`src/rtl/bus_arbiter4.sv`:
```
// Round-robin owner selection for the 4-requester shared byte bus. Grant is registered one cycle after req.
// Owner changes always pass through one idle TURN cycle. Requesters are never backpressured; they hold req.
module bus_arbiter4 #(
  parameter int MAX_HOLD = 8
) (
  input  logic       clk,
  input  logic       rst,
  input  logic [3:0] req,
  output logic [3:0] gnt,
  output logic [1:0] sel,
  output logic       bus_en,
  output logic       preempt
);

  localparam int HW = (MAX_HOLD > 2) ? $clog2(MAX_HOLD) : 1;
  localparam logic [HW-1:0] HOLD_LAST = HW'(MAX_HOLD - 1);

  typedef enum logic [1:0] {
    IDLE  = 2'd0,
    GRANT = 2'd1,
    TURN  = 2'd2
  } state_t;

  state_t          state_q, state_d;
  logic [3:0]      gnt_q, gnt_d;
  logic [1:0]      sel_q, sel_d;
  logic            bus_en_q, bus_en_d;
  logic            preempt_q, preempt_d;
  logic [1:0]      ptr_q, ptr_d;
  logic [HW-1:0]   hold_q, hold_d;

  logic            win_vld;
  logic [1:0]      win_idx;
  logic            others;

  // First requester at or after ptr, wrapping modulo 4.
  always_comb begin
    win_vld = 1'b0;
    win_idx = ptr_q;
    for (int k = 0; k < 4; k++) begin
      if (!win_vld && req[ptr_q + 2'(k)]) begin
        win_vld = 1'b1;
        win_idx = ptr_q + 2'(k);
      end
    end
  end

  assign others = |(req & ~gnt_q);

  always_comb begin
    state_d   = state_q;
    gnt_d     = gnt_q;
    sel_d     = sel_q;
    ptr_d     = ptr_q;
    hold_d    = hold_q;
    preempt_d = 1'b0;
    case (state_q)
      IDLE, TURN: begin
        if (win_vld) begin
          state_d = GRANT;
          gnt_d   = 4'b0001 << win_idx;
          sel_d   = win_idx;
          hold_d  = '0;
        end else begin
          state_d = IDLE;
        end
      end
      GRANT: begin
        hold_d = (hold_q == HOLD_LAST) ? hold_q : hold_q + HW'(1);
        // Release wins over preemption when both hold in the same cycle.
        if (!req[sel_q]) begin
          state_d = TURN;
          gnt_d   = '0;
          ptr_d   = sel_q + 2'd1;
        end else if (hold_q == HOLD_LAST && others) begin
          state_d   = TURN;
          gnt_d     = '0;
          ptr_d     = sel_q + 2'd1;
          preempt_d = 1'b1;
        end
      end
      default: begin
        state_d = IDLE;
        gnt_d   = '0;
      end
    endcase
    bus_en_d = |gnt_d;
  end

  always_ff @(posedge clk) begin
    if (rst) begin
      state_q   <= IDLE;
      gnt_q     <= '0;
      sel_q     <= '0;
      bus_en_q  <= 1'b0;
      preempt_q <= 1'b0;
      ptr_q     <= '0;
      hold_q    <= '0;
    end else begin
      state_q   <= state_d;
      gnt_q     <= gnt_d;
      sel_q     <= sel_d;
      bus_en_q  <= bus_en_d;
      preempt_q <= preempt_d;
      ptr_q     <= ptr_d;
      hold_q    <= hold_d;
    end
  end

  assign gnt     = gnt_q;
  assign sel     = sel_q;
  assign bus_en  = bus_en_q;
  assign preempt = preempt_q;

endmodule

```
`config.mk`:
```
export PLATFORM = sky130hd
export DESIGN_NAME = bus_arbiter4
export DESIGN_NICKNAME = d
export VERILOG_FILES = /design/src/rtl/bus_arbiter4.sv
export SDC_FILE = /design/constraint.sdc
export NUM_CORES = 1
export LEC_CHECK = 0
export BUFFER_PORTS_ARGS = -buffer_cell sky130_fd_sc_hd__buf_2
export CAP_MARGIN = 20
export CORE_UTILIZATION = 30
export DETAILED_ROUTE_END_ITERATION = 8
export HOLD_SLACK_MARGIN = 0.05
export PLACE_DENSITY_LB_ADDON = 0.12
export SYNTH_ARGS = -nofsm -noshare
export SYNTH_HDL_FRONTEND = slang
export SYNTH_SLANG_ARGS = --single-unit
```
`constraint.sdc`:
```
create_clock -name clk -period 1.95 [get_ports clk]
set_clock_uncertainty 0.05 [all_clocks]
set_input_delay 0.2925 -clock clk [delete_from_list [all_inputs] [get_ports clk]]
set_output_delay 0.2925 -clock clk [all_outputs]
set_load 0.02 [all_outputs]
```
==> results.json, run 1 <==
{
  "status": "completed",
  "worstSetupPathType": "reg2reg",
  "hold_violations": 0,
  "hp-start": "rst",
  "hold_class": "in2reg",
  "cts.path.max_buffers": 2,
  "grt_use_total": 0.137,
  "cp_slowest_cell": "o41ai_4",
  "grt_overflow_total": 0,
  "synth_compound_gate_area_share": 0.256,
  "maxCapViolCount": 0,
  "antenna_cells": 0,
  "numPortBuffers": 13,
  "cp.required_ps": 2110,
  "tightest_slew_ps": 441,
  "grt_max_degree": 17,
  "wl_per_cell_um": 12.8,
  "yosysWarnings": 0,
  "synth_cell_types": 36,
  "drtIter0Drc": 11,
  "synthXorXnorAreaFrac": 0.0107,
  "cts_made_buffers": 3,
  "instances_no_fill": 139,
  "slew_headroom": 0.703,
  "fp-row-count": 18,
  "cts_sinks": 15,
  "ir_drop_uv": 446,
  "die_w_um": 54.3,
  "path_cells": "and2b_2 > o41ai_4 > a32o_2 > a22oi_2 > o221ai_2",
  "synth_cells": 92,
  "post_cts_buffers": 0,
  "drc_errors": 0,
  "r2r_cells": 5,
  "power_leakage_nw": 0.395,
  "antenna_found_initial": 0,
  "rsz0062_at_grt": "no",
  "syn_area_per_cell_sq_um": 8.94,
  "die-area_sq_mm": 0.00295,
  "gp_congestion": 0.824,
  "drive_above_1_share": 0.275,
  "firstDrtPassIters": 4,
  "drt_wl_total_um": 1780,
  "p_per_area_mw_per_mm2": 756,
  "dp.final_hpwl_um": 1350,
  "start_util": 0.326,
  "r2r-start": "gnt[1]",
  "synth-simple-area-share": 0.279,
  "slew_viol_final": 0,
  "cp-end-kind": "flop",
  "startpoint_type": "flop",
  "holdPathStages": 2,
  "nNetsFinal": 118,
  "arrival_ps": 1920,
  "async_reset_ff_frac": 0,
  "core_sq_mm": 0.00252,
  "synth-seq-cells": 15,
  "syn-num-nets": 100,
  "setup_viol": 0,
  "root_buffer": "clkbuf_4",
  "vias": 728,
  "rr_endpoint": "bus_en",
  "synth_edf_count": 0,
  "synthMuxAreaShare": 0.0274,
  "dp.cells": 135,
  "clkLatencyLatePin_ps": 280,
  "synth_area_sq_um": 822,
  "seq_area_frac_synth": 0.365,
  "die_h_um": 54.3,
  "endpoint": "bus_en",
  "finalSetupTns_ps": 0,
  "syn2layout_area_growth_pct": 16.1,
  "min_period_over_period": 0.904,
  "ios": 14,
  "fillers": 275,
  "grt_pass1_wl_um": 2820,
  "holdBufCountCts": 0,
  "synth_top_family_by_area": "simple AND/OR/NAND/NOR gates",
  "crit_fanout": 5,
  "viasPerCell": 5.24,
  "htreeDepth": 1,
  "postRouteAntennaNets": 0,
  "max_freq_ghz": 0.568,
  "synth_ff_type": "dfxtp_1",
  "cp-startpoint": "gnt[1]",
  "rrSetupSlack_ps": 190,
  "period_needed_ps": 1760,
  "clk_pin_slew_worst_paths_ps": 80,
  "grt_pass1_vias": 631,
  "synthAdderAreaFrac": 0.0304,
  "critPathMaxStageDelay_ps": 420,
  "tritoncts": "yes"
}
## critical path: cells and delay by family, from the launching register on
family | cells | cell delay [ps]
AOI/OAI and AO/OA | 4 | 1020
DFF | 1 | 380
and+or+nand+nor | 1 | 250
## per-layer routing
layer  up-vias  track usage  share of wire
met2        12        0.220           0.44
met3         2       0.0583          0.046
met4         0       0.0256         0.0050
met5         -            0              0
met1       344        0.170           0.51
li1        370            -              -
## through the flow
stage | util | hold slack (ps) | power, mW | cell area (sq um) | setup WS (ps)
3_3_place_gp | 0.368 | 416 | 0.555 | 928 | 147
6_report | 0.378 | 316 | 0.721 | 955 | 188
4_1_cts | 0.378 | 309 | 0.735 | 955 | 123
2_1_floorplan | - | 402 | 0.500 | 822 | 57.3
5_1_grt | 0.378 | 319 | 0.774 | 955 | 45.2
3_5_place_dp | 0.368 | 417 | 0.555 | 928 | 125
## synthesized netlist by cell type, drive strengths merged (2+ instances only)
cell | n | area share
inv | 4 | 0.018
a211oi | 2 | 0.018
a32oi | 2 | 0.021
a21oi | 10 | 0.061
ha | 2 | 0.030
or2 | 2 | 0.015
clkbuf | 2 | 0.014
nor3 | 2 | 0.012
and2b | 4 | 0.038
nand2 | 5 | 0.023
nand2b | 5 | 0.038
dfxtp | 15 | 0.37
a22oi | 2 | 0.024
nor2 | 14 | 0.064
nor4 | 3 | 0.041
nand3 | 2 | 0.012
## flip-flops by register name, summed over array words and instances (netlist names)
signal and count:
sel 2, ptr_q 2, bus_en 1, state_q 2, gnt 4, hold_q 3, preempt 1
## final cells by class
cell class	count	area, sq um	share of cell area
Multi-Input combinational cell	71	495	0.519
Sequential cell	15	300	0.315
Timing Repair Buffer	15	80.1	0.0839
Tap cell	30	37.5	0.0393
Clock buffer	4	26.3	0.0275
Inverter	4	15.0	0.0157
## layout by cell type (no fill, tap or decap), drive strengths merged, types with 3 or more instances in the layout
master | Yosys | layout
a21oi | 10 | 10
and2b | 4 | 4
buf | 0 | 15
clkbuf | 2 | 4
dfxtp | 15 | 15
inv | 4 | 4
nand2 | 5 | 5
nand2b | 5 | 5
nor2 | 14 | 14
nor4 | 3 | 3
## what timing repair did
| item | in CTS | in global routing |
|---|---|---|
| setup endpoints to repair | 0 | 1 |
| gates resized for setup | 0 | 1 |
| endpoints found under the hold margin | 0 | 0 |
## kinds of logic (layout without fill, tap and decap cells)
kind of cell	count (synthesis)	after routing
xor+xnor	1	1
mux	1	1
flops	15	15
compound gates	26	26
fa+ha+maj	2	2
buf+inv	6	23
simple gates	41	41
## how the worst min path moves through the flow
stage,end,slack [ps]
2_1_floorplan,hold_q[1],400
3_3_place_gp,hold_q[1],420
3_5_place_dp,hold_q[1],420
4_1_cts,hold_q[0],310
5_1_grt,hold_q[0],320
6_report,gnt[1],320
## report_power, final
group | total (mW) | switching (mW) | internal [mW] | leakage, nW
combinational | 0.195 | 0.115 | 0.0801 | 0.257
clock | 0.173 | 0.0940 | 0.0793 | 0.0150
sequential | 0.353 | 0.0228 | 0.330 | 0.123
(Power assumes the default switching activity.)
==> inputs of run 2 (changes only) <==
- CORE_ASPECT_RATIO: not set -> 0.8
==> run 2 against run 1 <==
- combinational power about the same
- total power grew 0.22%
- register-to-register slack lost 20 ps
- global-route usage fell by 0.16 points
- critical path depth unchanged
- design area grew 0.79%
- sequential power is essentially flat
- highest routed layer unchanged
==> results.json, run 2 (synthesized netlist as in run 1, its figures left out) <==
{
  "antenna_found_initial": 0,
  "gp_congestion": 0.776,
  "maxCapViolCount": 0,
  "wl_per_cell_um": 12.2,
  "dp_slack_ps": 137,
  "dp.final_hpwl_um": 1370,
  "htreeDepth": 1,
  "final_common_cell": "dfxtp_1",
  "stdcell_area_sq_um": 962,
  "viasPerCell": 4.92,
  "p_per_area_mw_per_mm2": 751,
  "start_util": 0.326,
  "p_sw_frac": 0.323,
  "finalSetupTns_ps": 0,
  "critPathMaxStageDelay_ps": 450,
  "tritoncts": "yes",
  "layout_common_cells": "dfxtp_1 (15), nor2_1 (14), buf_2 (13), a21oi_1 (10)",
  "hold_violations": 0,
  "drive_above_1_share": 0.275,
  "core_sq_mm": 0.00252,
  "post_cts_buffers": 0,
  "grt_overflow_total": 0,
  "die_w_um": 60.5,
  "crit_buf_inv": 0,
  "seq_power_share": 0.489,
  "antenna_cells": 0,
  "slew_viol_final": 0,
  "cp.required_ps": 2060,
  "grt_pass1_wl_um": 2990,
  "cp_top_family": "compound AO/OA/AOI/OAI gates",
  "startpoint_type": "flop",
  "pwr-share-comb": 0.270,
  "period_needed_ps": 1780,
  "pwr-share-clk": 0.242,
  "syn2layout_area_growth_pct": 17.0,
  "post_dp_cell_area_sq_um": 936,
  "holdBufCountCts": 0,
  "register_area_sq_um": 300,
  "ir_drop_uv": 430,
  "multi_input_area_sq_um": 495,
  "clkLatencyLatePin_ps": 280,
  "grt_pass1_vias": 637,
  "cts_resized": 0,
  "rsz0062_at_grt": "no",
  "cts_made_buffers": 3,
  "worstSetupPathType": "reg2reg",
  "clk_pin_slew_worst_paths_ps": 90,
  "root_buffer": "clkbuf_4",
  "whs_ps": 316,
  "setup_ws_ps": 170,
  "drt_wl_total_um": 1770,
  "drc_errors": 0,
  "firstDrtPassIters": 4,
  "vias": 714,
  "nNetsFinal": 118,
  "tightest_slew_ps": 488,
  "slew_headroom": 0.671,
  "power_leakage_nw": 0.395,
  "grt_max_degree": 17,
  "postRouteAntennaNets": 0,
  "fp-row-count": 16,
  "arrival_ps": 1890,
  "cts_sinks": 15,
  "max_freq_ghz": 0.562,
  "cp_slowest_cell": "or3b_2",
  "setup_viol": 0,
  "crit_fanout": 8,
  "hold_class": "in2reg",
  "min_period_over_period": 0.913,
  "fillers": 289,
  "ios": 14,
  "die-area_sq_mm": 0.00295,
  "cp-end-kind": "flop",
  "die_h_um": 48.8,
  "largest_reg_flops": 4,
  "numPortBuffers": 13,
  "p_int_uw": 490,
  "cts.path.max_buffers": 2,
  "power.switching_uw": 233,
  "path_cells": "or3b_2 > o311ai_0 > o22ai_1 > o21ai_0 > o221ai_2",
  "grt_use_total": 0.135,
  "drtIter0Drc": 14,
  "status": "completed"
}
run 2: worst reg2reg max path: cells and delay by family (launching register included):
family | cells | cell delay, ps
AOI/OAI and AO/OA | 4 | 720
and+or+nand+nor | 1 | 450
DFF | 1 | 440
run 2: power groups by stage:
stage,registers [mW],logic [mW],clock network [mW]
floorplan,0.373,0.127,0
global placement,0.361,0.194,0
detailed placement,0.361,0.195,0
CTS,0.353,0.196,0.184
global route,0.357,0.216,0.201
finish,0.353,0.195,0.175
run 2: final timing paths:
path	startpoint	slack (ps)	endpoint	depth (start not counted)
worst max-delay path	ptr_q[1]	170	bus_en	5
worst min-delay path	rst	320	state_q[0]	2
worst max register to register	ptr_q[1]	170	bus_en	5
worst min register to register	hold_q[1]	430	hold_q[1]	2
run 2: layout make-up:
| class | instances | area share |
|---|---|---|
| multi-input cells | 71 | 0.515 |
| flip-flops and latches | 15 | 0.312 |
| repair buffers | 15 | 0.0832 |
| well taps | 36 | 0.0468 |
| clock buffers | 4 | 0.0273 |
| inverters | 4 | 0.0156 |
run 2: per-stage QoR:
stage / std cells / utilization / total power, mW
after floorplan: 92 / - / 0.500
after global placement: 141 / 0.371 / 0.555
after detailed placement: 141 / 0.371 / 0.555
after CTS: 145 / 0.381 / 0.733
after global routing: 145 / 0.381 / 0.774
final: 145 / 0.381 / 0.723
run 2: metal layers:
layer  routed length [um]  track usage  up-vias
li1                     -            -      367
met1                  925        0.213      322
met2                  706        0.172       23
met3                  134       0.0584        2
met4                    8       0.0152        0
met5                    0            0        -
==> inputs of run 3 (changes only) <==
- CORE_ASPECT_RATIO: 0.8 -> 1.25
==> run 3 against run 2 <==
- register-to-register slack worse by 50 ps
- non-clock buffer count unchanged
- setup slack worse by 51 ps
- via count decreased by 0.14%
- die area unchanged
- combinational power about the same
- critical path depth fell by 1
- clock-buffer cell count is 1 lower
- clock power decreased by 2%
- design area fell by 0.26%
- critical endpoint unchanged
==> results.json, run 3 (synthesized netlist as in run 1, its figures left out) <==
{
  "post_cts_buffers": 0,
  "final_common_cell": "dfxtp_1",
  "drtIter0Drc": 11,
  "maxCapViolCount": 0,
  "syn2layout_area_growth_pct": 16.7,
  "holdPathStages": 2,
  "crit_fanout": 5,
  "postRouteAntennaNets": 0,
  "firstDrtPassIters": 3,
  "power_leakage_nw": 0.398,
  "antenna_cells": 0,
  "root_buffer": "clkbuf_4",
  "arrival_ps": 1940,
  "cp-end-kind": "flop",
  "min_period_over_period": 0.939,
  "stdcell_area_sq_um": 960,
  "wl_per_cell_um": 12.6,
  "numPortBuffers": 13,
  "cp.required_ps": 2060,
  "cts_resized": 0,
  "cts_made_buffers": 3,
  "grt_pass1_wl_um": 3110,
  "layout_common_cells": "dfxtp_1 (15), nor2_1 (14), buf_2 (13), a21oi_1 (10)",
  "setup_viol": 0,
  "largest_reg_flops": 4,
  "rsz0062_at_grt": "no",
  "holdBufCountCts": 0,
  "dp.final_hpwl_um": 1400,
  "die_h_um": 60.5,
  "antenna_found_initial": 0,
  "power.total_uw": 719,
  "ir_drop_uv": 344,
  "drive_above_1_share": 0.284,
  "vias": 713,
  "core_sq_mm": 0.00250,
  "hold_class": "in2reg",
  "hold_violations": 0,
  "status": "completed",
  "die_w_um": 48.8,
  "startpoint_type": "flop",
  "tritoncts": "yes",
  "r2r-start": "sel[0]",
  "drt_wl_total_um": 1800,
  "r2r_cells": 4,
  "p_per_area_mw_per_mm2": 750,
  "clkLatencyLatePin_ps": 280,
  "fp-row-count": 20,
  "finalSetupTns_ps": 0,
  "tightest_slew_ps": 427,
  "post_dp_cell_area_sq_um": 932,
  "period_needed_ps": 1830,
  "drc_errors": 0,
  "nNetsFinal": 118,
  "hp-start": "rst",
  "start_util": 0.328,
  "ios": 14,
  "viasPerCell": 5.02,
  "rr_endpoint": "bus_en",
  "slew_headroom": 0.712,
  "grt_overflow_total": 0,
  "max_freq_ghz": 0.546,
  "fillers": 275,
  "instances_no_fill": 142,
  "cts.path.max_buffers": 2,
  "min_to": "gnt[2]",
  "dp.cells": 138,
  "grt_pass1_vias": 693,
  "cts_sinks": 15,
  "grt_max_degree": 17,
  "slew_viol_final": 0,
  "whs_ps": 316,
  "die-area_sq_mm": 0.00295,
  "grt_use_total": 0.142,
  "worstSetupPathType": "reg2reg",
  "clk_pin_slew_worst_paths_ps": 90,
  "gp_congestion": 0.820,
  "htreeDepth": 1,
  "rrSetupSlack_ps": 120
}
==> run 3: cell types whose count changed in the layout (fill, tap and decap cells not counted), sizes merged <==
cell and change:
clkinv +1, clkbuf -1
==> run 3: worst max-delay path by stage <==
stage | cells past startpoint | slack [ps] | from | end
after floorplan | 4 | 60 | sel[0] | bus_en
after global placement | 4 | 150 | sel[0] | bus_en
after detailed placement | 4 | 110 | sel[0] | bus_en
after CTS | 4 | 110 | sel[0] | bus_en
after global routing | 4 | 40 | sel[0] | bus_en
final | 4 | 120 | sel[0] | bus_en
==> run 3: power breakdown <==
| part | switching [mW] | internal (mW) | total [mW] | leakage, nW |
|---|---|---|---|---|
| sequential | 0.0214 | 0.330 | 0.352 | 0.123 |
| combinational | 0.116 | 0.0801 | 0.196 | 0.257 |
| clock | 0.0955 | 0.0760 | 0.171 | 0.0177 |
| total | 0.233 | 0.487 | 0.719 | 0.398 |
==> run 3: area by class of cell <==
class                           count  area, sq um  share of cell area
Clock buffer                        3         22.5              0.0235
Clock inverter                      1         5.00             0.00522
Inverter                            4         15.0              0.0156
Multi-Input combinational cell     71          495               0.516
Sequential cell                    15          300               0.313
Tap cell                           33         41.3              0.0430
Timing Repair Buffer               15         80.1              0.0834
==> run 3: routing by layer <==
metal,GRT usage,wire length [um],up-vias
li1,-,-,367
met1,0.160,795,336
met2,0.252,920,8
met3,0.0251,61,2
met4,0.0924,19,0
met5,0,0,-
==> run 3: per-stage QoR <==
step            util  setup slack (ps)
6_report       0.384               119
5_1_grt        0.384              38.2
4_1_cts        0.384               110
2_1_floorplan      -              57.3
3_3_place_gp   0.373               147
3_5_place_dp   0.373               112
==> run 3: worst max-delay path, stage by stage (launching register included) <==
cell and delay (ps):
dfxtp_1 420, mux4_2 570, a32o_2 330, a22oi_2 230
o221ai_2 120
